--- src/rtl/key_loader.sv ---
// key_loader
// Serial key-delivery block for a locked combinational netlist.
// A key arrives serially, LSB first, followed by one even-parity bit, and is
// assembled in a shift register. If the parity check passes, the key is
// committed to a held output register that drives the core's keyIn_0_* pins.
//
// Ports:
//   clk        rising-edge clock
//   rst        synchronous active-high reset
//   start      one-cycle pulse; begins a new load and aborts any load in progress
//   bit_in     serial key data (LSB first), then the parity bit
//   bit_valid  bit_in is accepted on cycles where this is high while loading
//   clear      zeroes key_out, drops key_ready, aborts any load
//   key_out    committed key; key_out[i] drives keyIn_0_i
//   key_ready  high while key_out holds a parity-checked key
//   busy       high while a load is in progress (SHIFT or PARITY)
//   error      sticky parity-failure flag
module key_loader #(
  parameter int KEY_WIDTH = 16
) (
  input  logic                 clk,
  input  logic                 rst,
  input  logic                 start,
  input  logic                 bit_in,
  input  logic                 bit_valid,
  input  logic                 clear,
  output logic [KEY_WIDTH-1:0] key_out,
  output logic                 key_ready,
  output logic                 busy,
  output logic                 error
);

  localparam int CntW = $clog2(KEY_WIDTH + 1);
  localparam logic [CntW-1:0] LastIdx = CntW'(KEY_WIDTH - 1);

  typedef enum logic [1:0] {
    IDLE,
    SHIFT,
    PARITY
  } state_t;

  state_t                state_q;
  logic [KEY_WIDTH-1:0]  shreg_q;
  logic [KEY_WIDTH-1:0]  shreg_d;
  logic [KEY_WIDTH-1:0]  key_q;
  logic [CntW-1:0]       cnt_q;
  logic                  par_q;
  logic                  ready_q;
  logic                  busy_q;
  logic                  error_q;

  // Shift-register insert: the incoming bit lands at position cnt_q. A
  // compare-per-bit mask keeps the index width independent of the counter.
  always_comb begin
    shreg_d = shreg_q;
    for (int i = 0; i < KEY_WIDTH; i++) begin
      if (cnt_q == CntW'(i)) begin
        shreg_d[i] = bit_in;
      end
    end
  end

  // Load FSM with all outputs registered. Priority is rst, clear, start,
  // then bit_valid, so a start in the same cycle as a bit drops the bit.
  always_ff @(posedge clk) begin
    if (rst) begin
      state_q <= IDLE;
      shreg_q <= '0;
      key_q   <= '0;
      cnt_q   <= '0;
      par_q   <= 1'b0;
      ready_q <= 1'b0;
      busy_q  <= 1'b0;
      error_q <= 1'b0;
    end else if (clear) begin
      state_q <= IDLE;
      shreg_q <= '0;
      key_q   <= '0;
      cnt_q   <= '0;
      par_q   <= 1'b0;
      ready_q <= 1'b0;
      busy_q  <= 1'b0;
      error_q <= 1'b0;
    end else if (start) begin
      // key_q/ready_q are left alone: the previous good key keeps driving
      // the core until a new one commits.
      state_q <= SHIFT;
      shreg_q <= '0;
      cnt_q   <= '0;
      par_q   <= 1'b0;
      busy_q  <= 1'b1;
      error_q <= 1'b0;
    end else if (bit_valid) begin
      case (state_q)
        SHIFT: begin
          shreg_q <= shreg_d;
          par_q   <= par_q ^ bit_in;
          cnt_q   <= cnt_q + CntW'(1);
          if (cnt_q == LastIdx) begin
            state_q <= PARITY;
          end
        end
        PARITY: begin
          // Even parity: data XOR plus parity bit must be zero.
          if ((par_q ^ bit_in) == 1'b0) begin
            key_q   <= shreg_q;
            ready_q <= 1'b1;
          end else begin
            error_q <= 1'b1;
          end
          state_q <= IDLE;
          busy_q  <= 1'b0;
        end
        default: begin
          state_q <= state_q;
        end
      endcase
    end
  end

  assign key_out   = key_q;
  assign key_ready = ready_q;
  assign busy      = busy_q;
  assign error     = error_q;

endmodule

--- config.mk ---
export PLATFORM = sky130hd
export DESIGN_NAME = key_loader
export DESIGN_NICKNAME = d
export VERILOG_FILES = /design/src/rtl/key_loader.sv
export SDC_FILE = /design/constraint.sdc
export NUM_CORES = 1
export LEC_CHECK = 0
export ABC_CLOCK_PERIOD_IN_PS = 1200
export CAP_MARGIN = 20
export CORE_UTILIZATION = 49
export DETAILED_ROUTE_END_ITERATION = 8
export GPL_ROUTABILITY_DRIVEN = 0
export PLACE_DENSITY = 0.75
export SLEW_MARGIN = 25
export SYNTH_ARGS = -nofsm -noshare
export SYNTH_HDL_FRONTEND = slang
export SYNTH_SLANG_ARGS = --single-unit
export TNS_END_PERCENT = 1
--- constraint.sdc ---
create_clock -name clk -period 1.2 [get_ports clk]
set_input_delay 0.24 -clock clk [delete_from_list [all_inputs] [get_ports clk]]
set_output_delay 0.24 -clock clk [all_outputs]
set_load 0.005 [all_outputs]
==> impl_results.md <==
* Status: complete, but fails checks
* Failing checks: negative setup slack
* Post-synth ARST share at 0
* Core area at 3720 um2
* Max rail drop VDD at 0.574 mV
* Prevailing post-synth register cell: dfxtp_1
* Max-cap violations at 0
* CTS tree: done
* Setup Skew at 0.00688 ns
* Synth-to-layout area growth at 31.6%
* Register area share after synthesis at 0.446
* Vert. Die Dim at between 60 and 70 um
* Global-route wire length before repair at slightly below 7000 um
* Die width at around 65 um
* Reg2reg setup slack at -0.02 ns
* CP Capture Type: flop
* Post-synth EDFFs at 0
* Final worst slack at -0.0207 ns
* Crit path time final at between 1 and 1.5 ns
* Longest Clk Path Bufs at 2
* Largest cells by area after synthesis: dfxtp_1 45%, mux2i_1 8.3%, nand3_1 7.5%, nand2_1 4.3%, a21oi_1 4.2%
* Crit start category: flop
* Complex-gate fraction of the synthesized area at 0.143
* Die area at 4190 um2
* Initial antenna violation count at 0
* FMAX at just over 800 MHz
* Cells after synthesis at 209
* CTS buffer count at 5
* Setup TNS at -0.0610 ns
* GRT overflow at 0
* WS Path Type: flop to flop
* Syn nets at 220
* Total GRT Usage at 0.217
* Vias after detailed routing at 1604
* Highest net fanout along the worst path at 3
* Vias in the first global route at 1486
* Pin count of the biggest net entering global routing at 20
* Rows at 22
* Via/cell ratio at 5.42
* Worst reg2reg path startpoint: cnt_q[1]
* Synth Area in Simple Gates at 0.226
* Share of layout cells above drive strength 1 at 0.323
* Post-Synth Adder-Cell Area at 0.0324
* WL/cell at 13.9 um
* Hold crit path type: flop to flop
* Mapped Area at 1930 um2
* Filler cell count at 313
* WHS at between 0.4 and 0.5 ns
* Antenna cells at 0
* Yosys top cell area share at 0.446
* Netlist cell types at 33
* Initial Utilization at 0.519
* Unrepaired setup endpoints after global routing: true
* # setup viols final at 4
* Post-DP HPWL at 2920 um
* Largest family of logic cells by synthesized area: simple AND/OR/NAND/NOR gates
* Clock transition at the registers of the reported paths at about 0.08 ns
* Yosys reg bits at 43
* Tightest Pin Transition at 0.421 ns
* Ys Warns at 0
* Pins Over Slew Limit at 0
* Most numerous cell in the Yosys netlist: dfxtp_1
* CTS Sinks at 43
* Critical Path AT at 1.40 ns
* Root Buffer Master: clkbuf_8
* 1st-pass router iterations at 4
* Post-synthesis xor/xnor area fraction at 0.0169
* Syn Area/Cell at a little over 9 um2
* Worst setup path endpoint: state_q[0]
* Post-synth top cells: 43 x dfxtp_1, 29 x nand3_1, 22 x nand2_1
* Cell Pwr Density at 973 nW/um2
* Antenna-violating nets left at 0
* Fin nets at 258
* Tcrit/Tclk final at 1.02
* Routed WL at 4120 um
* Pleak at 1.03 nW
* H-tree Lvls at 2
* Worst-skew pair later-pin latency at 0.29 ns
* CP required at 1.38 ns
* 1st-iter DRT viols at between 100 and 150
* R2R depth at 6
* Crit path from: cnt_q[1]
* Post-synthesis mux area share at 0.0830
* # IOs at 25
* RR Endpoint: state_q[0]
* Final Hold Fails at 0
* Post-synth top area cell: dfxtp_1
* Residual DRC count at 0
* Utilization after layout at 0.683
* PortBufs at 24
* Max-slew headroom at 0.719
-- metrics by stage --
step / cells / power, mW / setup slack, ns / instance area [um2]
final: 296 / 2.47 / -0.0207 / 2540
after detailed placement: 288 / 1.61 / -0.522 / 2380
after floorplan: 209 / 1.55 / -0.0100 / 1950
after global routing: 296 / 2.56 / -0.102 / 2540
after CTS: 296 / 2.48 / -0.0209 / 2490
after global placement: 288 / 1.61 / -0.515 / 2380
-- layer usage --
metal / share of wire / GRT usage / routed length, um / vias to the layer above
li1: - / - / - / 812
met1: 0.48 / 0.289 / 1980 / 744
met2: 0.46 / 0.350 / 1910 / 41
met3: 0.038 / 0.0387 / 157 / 7
met4: 0.017 / 0.0778 / 71 / 0
met5: 0 / 0 / 0 / -
-- logic make-up (layout without fill, tap and decap cells) --
| family | Yosys count | in the layout |
|---|---|---|
| muxes | 16 | 16 |
| and+or+nand+nor | 78 | 78 |
| adders and majority gates | 5 | 5 |
| AOI/OAI and AO/OA | 46 | 46 |
| DFF | 43 | 43 |
| buffers and inverters | 19 | 58 |
| xor gates and xnor gates | 2 | 2 |
-- critical path, stage by stage, from the launching register on --
cell      delay (ns)
dfxtp_2         0.35
ha_4            0.14
and3_4          0.19
ha_4            0.14
nand3b_1        0.10
a21oi_2         0.15
nor2_1          0.05
-- cells in the final DEF (no fill, tap or decap), types with 3 or more instances in the layout --
cell            n
a21oi_1        15
a21oi_2        10
buf_12          5
buf_4          16
clkbuf_8        5
dfxtp_1        27
dfxtp_2        16
dlygate4sd2_1  22
ha_2            3
inv_1           5
mux2i_1        16
nand2_1        21
nand3_1        29
nand4_1         3
nor2_1          6
o21ai_0         4
o21ai_1         7
o21ai_2         8
or3_1           3
-- area by class of cell --
cell class,count,area [um2],share of cell area
timing repair buffer,45,433,0.171
inverter,5,18.8,0.00739
clock buffer,6,72.6,0.0286
sequential,43,881,0.347
clock inverter,2,12.5,0.00493
multi-input combinational,147,1060,0.418
tap,48,60.1,0.0237
-- worst min path at each step --
stage / startpoint / end / cells after the start
floorplan: start / state_q[0] / 2
global placement: shreg_q[0] / shreg_q[0] / 2
detailed placement: shreg_q[2] / shreg_q[2] / 2
CTS: key_out[5] / key_out[5] / 2
global route: key_out[5] / key_out[5] / 2
finish: key_out[5] / key_out[5] / 2
-- sequential cells by signal (all words and copies together), names as in the netlist --
signal / flops
error: 1
busy: 1
par_q: 1
shreg_q: 16
key_ready: 1
cnt_q: 5
key_out: 16
state_q: 2
-- timing repair --
item	4_1_cts	5_1_grt
buffers inserted	0	0
pin swaps	3	3
hold buffers	0	0
resized for setup	42	18
endpoints found under the setup margin	61	40
-- power by group --
group / leakage [nW] / internal, mW / total [mW] / switching, mW
clock: 0.0412 / 0.407 / 0.886 / 0.479
sequential: 0.355 / 1.43 / 1.43 / 0.00508
combinational: 0.634 / 0.0628 / 0.149 / 0.0860
No activity file was read; power rests on OpenSTA's default activity.
==> variant: new RTL, config.mk and constraints unchanged <==
Re-encode `state_t` (3 states) as one-hot, 3 bits wide.
--- a/src/rtl/key_loader.sv
+++ b/src/rtl/key_loader.sv
@@ -34,8 +34,8 @@
   localparam logic [CntW-1:0] LastIdx = CntW'(KEY_WIDTH - 1);
 
-  typedef enum logic [1:0] {
-    IDLE,
-    SHIFT,
-    PARITY
+  typedef enum logic [2:0] {
+    IDLE   = 3'b001,
+    SHIFT  = 3'b010,
+    PARITY = 3'b100
   } state_t;
 
Function: no difference found for any inputs over 10 cycles, from zero or initial values; not proved beyond that.
==> variant against the original RTL <==
  * The flow still finishes with violations (negative setup slack)
  * Power rose by 7.4%
  * Cell area grew 10%
  * Sequential share of layout area shrank 2.0 points
  * Worst setup slack worse by 0.24 ns
  * Final cell count up 9.1%
  * Area after synthesis rose by 11%
  * Wire length up 16%
  * Sequential cell count is 1 higher
  * Critical endpoint is now shreg_q[15]
  * Highest routed layer unchanged
==> variant: results (changes against the original RTL) <==
** Timing
- The total of endpoints with negative setup slack in the final report was 36 (+32).
- Worst Slack Setup Final :: -0.260 ns (-0.240 ns)
- Worst slew margin relative to its limit :: 64.1% (-7.8 points)
- Setup skew after layout :: 0.00422 ns (-0.00266 ns)

** Layout
- Ant diodes :: 0 (unchanged)
- Layout cells sized above 1 :: 33.3% (+1.1 points)
- The final-stage net count is 283 (+9.7%).

** CTS
- Clk pin slew, worst setup/hold paths :: 0.08 ns (about the same)
- The H-tree depth was 2 (unchanged).
- The clock buffer count from CTS was 5 (unchanged).
- The tree is rooted in a clkbuf_8.
- The buffer levels on the longest clock path came to 2 (unchanged).
- The post-CTS setup buffer count was 0 (unchanged).
- The clock latency on the worst-skew pair is 0.31 ns (+0.02 ns).

** Run status
- The flow ran to the end, but the final reports show violations.
- Violations in the final reports :: negative setup slack

** Routing
- Wire length reported by the detailed router :: 4.80 mm (+16%)
- The initial detailed-routing violation count was 59 (-54%).
- The number of iterations in the first detailed-routing pass is 4 (unchanged).
- Average vias per placed instance :: 5.63 (+3.9%)

** Synth
- Part of the Yosys area used for sequential elements :: 41.1% (-3.5 points)
- The number of different library cells in the post-synthesis netlist was 36 (+9.1%).
- Async set-reset flop share out of synthesis :: 0% (unchanged)
- The synthesized net count was 232 (+5.5%).
- Number of warnings printed during yosys synthesis :: 0 (unchanged)
- Sorting the synthesized cells by how often they occur yields dfxtp_1 (44), nand2_1 (34), nand4_1 (19), o31ai_1 (16), mux2i_1 (15).
- Cell types with the largest area share after synthesis :: dfxtp_1 (41%), mux2i_1 (7.0%), nand2_1 (6.0%), o31ai_1 (5.6%), nand4_1 (5.5%)
- Top cell type's share of synthesized area :: 41.1% (-3.5 points)

** GRT
- The overall global routing resource usage was 24.0% (+2.3 points).
- The number of antenna violations at the first check in global routing was 0 (unchanged).
- Vias in the first global route :: 1737 (+17%)
- Residual overflow from global routing :: 0 (unchanged)
- The largest net degree at the start of global routing was 18 (-10%).
- Global-route wire length before repair :: 8.10 mm (+16%)

** Critical path
- The largest fanout on the critical path came to 3 (unchanged).
- Critical path data arrival time :: 1.70 ns (+0.30 ns)

** Power
- Worst supply voltage drop on vdd :: 772 µV (+35%)
- Leakage Power :: 1.14 nW (+11%)
- The net switching power came to 0.000648 W (+14%).

** Worst hold path
- Hold Path Class :: in2reg

** Placement
- The number of input and output port buffers inserted is 24 (unchanged).
- The final HPWL from detailed placement was 3.35 mm (+15%).
variant: critical path: stages (launching register included):
cell and delay, ns:
dfxtp_2 0.36, ha_4 0.14, and3_4 0.18, ha_4 0.14
nand4bb_4 0.12, or3_4 0.34, a21oi_2 0.12
variant: power groups by stage:
| stage | Combinational, W | Sequential, W | Clock (W) |
|---|---|---|---|
| after global placement | 0.000170 | 0.00150 | 0 |
| after global routing | 0.000195 | 0.00147 | 0.00109 |
| after floorplan | 0.000100 | 0.00150 | 0 |
| after CTS | 0.000180 | 0.00147 | 0.00102 |
| after detailed placement | 0.000173 | 0.00150 | 0 |
| final | 0.000182 | 0.00147 | 0.00100 |
variant: timing repair:
item                       4_1_cts  5_1_grt
pin swaps                       13        7
setup endpoints to repair       62       43
hold buffers                     0        0
resized for setup               58        6
variant: kinds of logic after synthesis:
kind of cell | Yosys count | synth area share, %
simple gates | 79 | 23.1
compound gates | 50 | 15.8
flops | 44 | 41.1
buf+inv | 26 | 8.58
mux | 15 | 7.00
fa+ha+maj | 5 | 2.92
xor+xnor | 2 | 1.52
variant: metal layers:
metal | GRT usage [%] | vias up | share of wire [%]
li1 | - | 909 | -
met1 | 29.0 | 864 | 45
met2 | 40.6 | 38 | 49
met3 | 5.67 | 8 | 4.0
met4 | 9.64 | 0 | 1.8
met5 | 0 | - | 0
variant: final cells by class:
class                      count  area [µm²]
fill                         326        1280
sequential                    44         915
clock inverter                 2        15.0
clock buffer                   6        82.6
inverter                       8        32.5
tap                           50        62.6
multi-input combinational    151        1190
timing repair buffer          62         502
variant: path summary, 6_finish.rpt:
path,startpoint,to,slack (ns),depth (start not counted)
worst min-delay path,start,state_q[1],0.45,4
worst min register to register,key_out[6],key_out[6],0.47,2
worst max-delay path,cnt_q[0],shreg_q[15],-0.26,6
worst max register to register,cnt_q[0],shreg_q[15],-0.26,6
variant: stage by stage:
stage | cell area (µm²) | worst slack [ns] | utilization, % | TNS, ns | std cells
floorplan | 2150 | -0.210 | - | -1.57 | 221
global placement | 2580 | -0.680 | 63.2 | -22.98 | 315
detailed placement | 2580 | -0.751 | 63.2 | -24.20 | 315
CTS | 2770 | -0.324 | 67.9 | -2.41 | 323
global route | 2800 | -0.331 | 68.6 | -5.48 | 323
finish | 2800 | -0.260 | 68.6 | -2.24 | 323
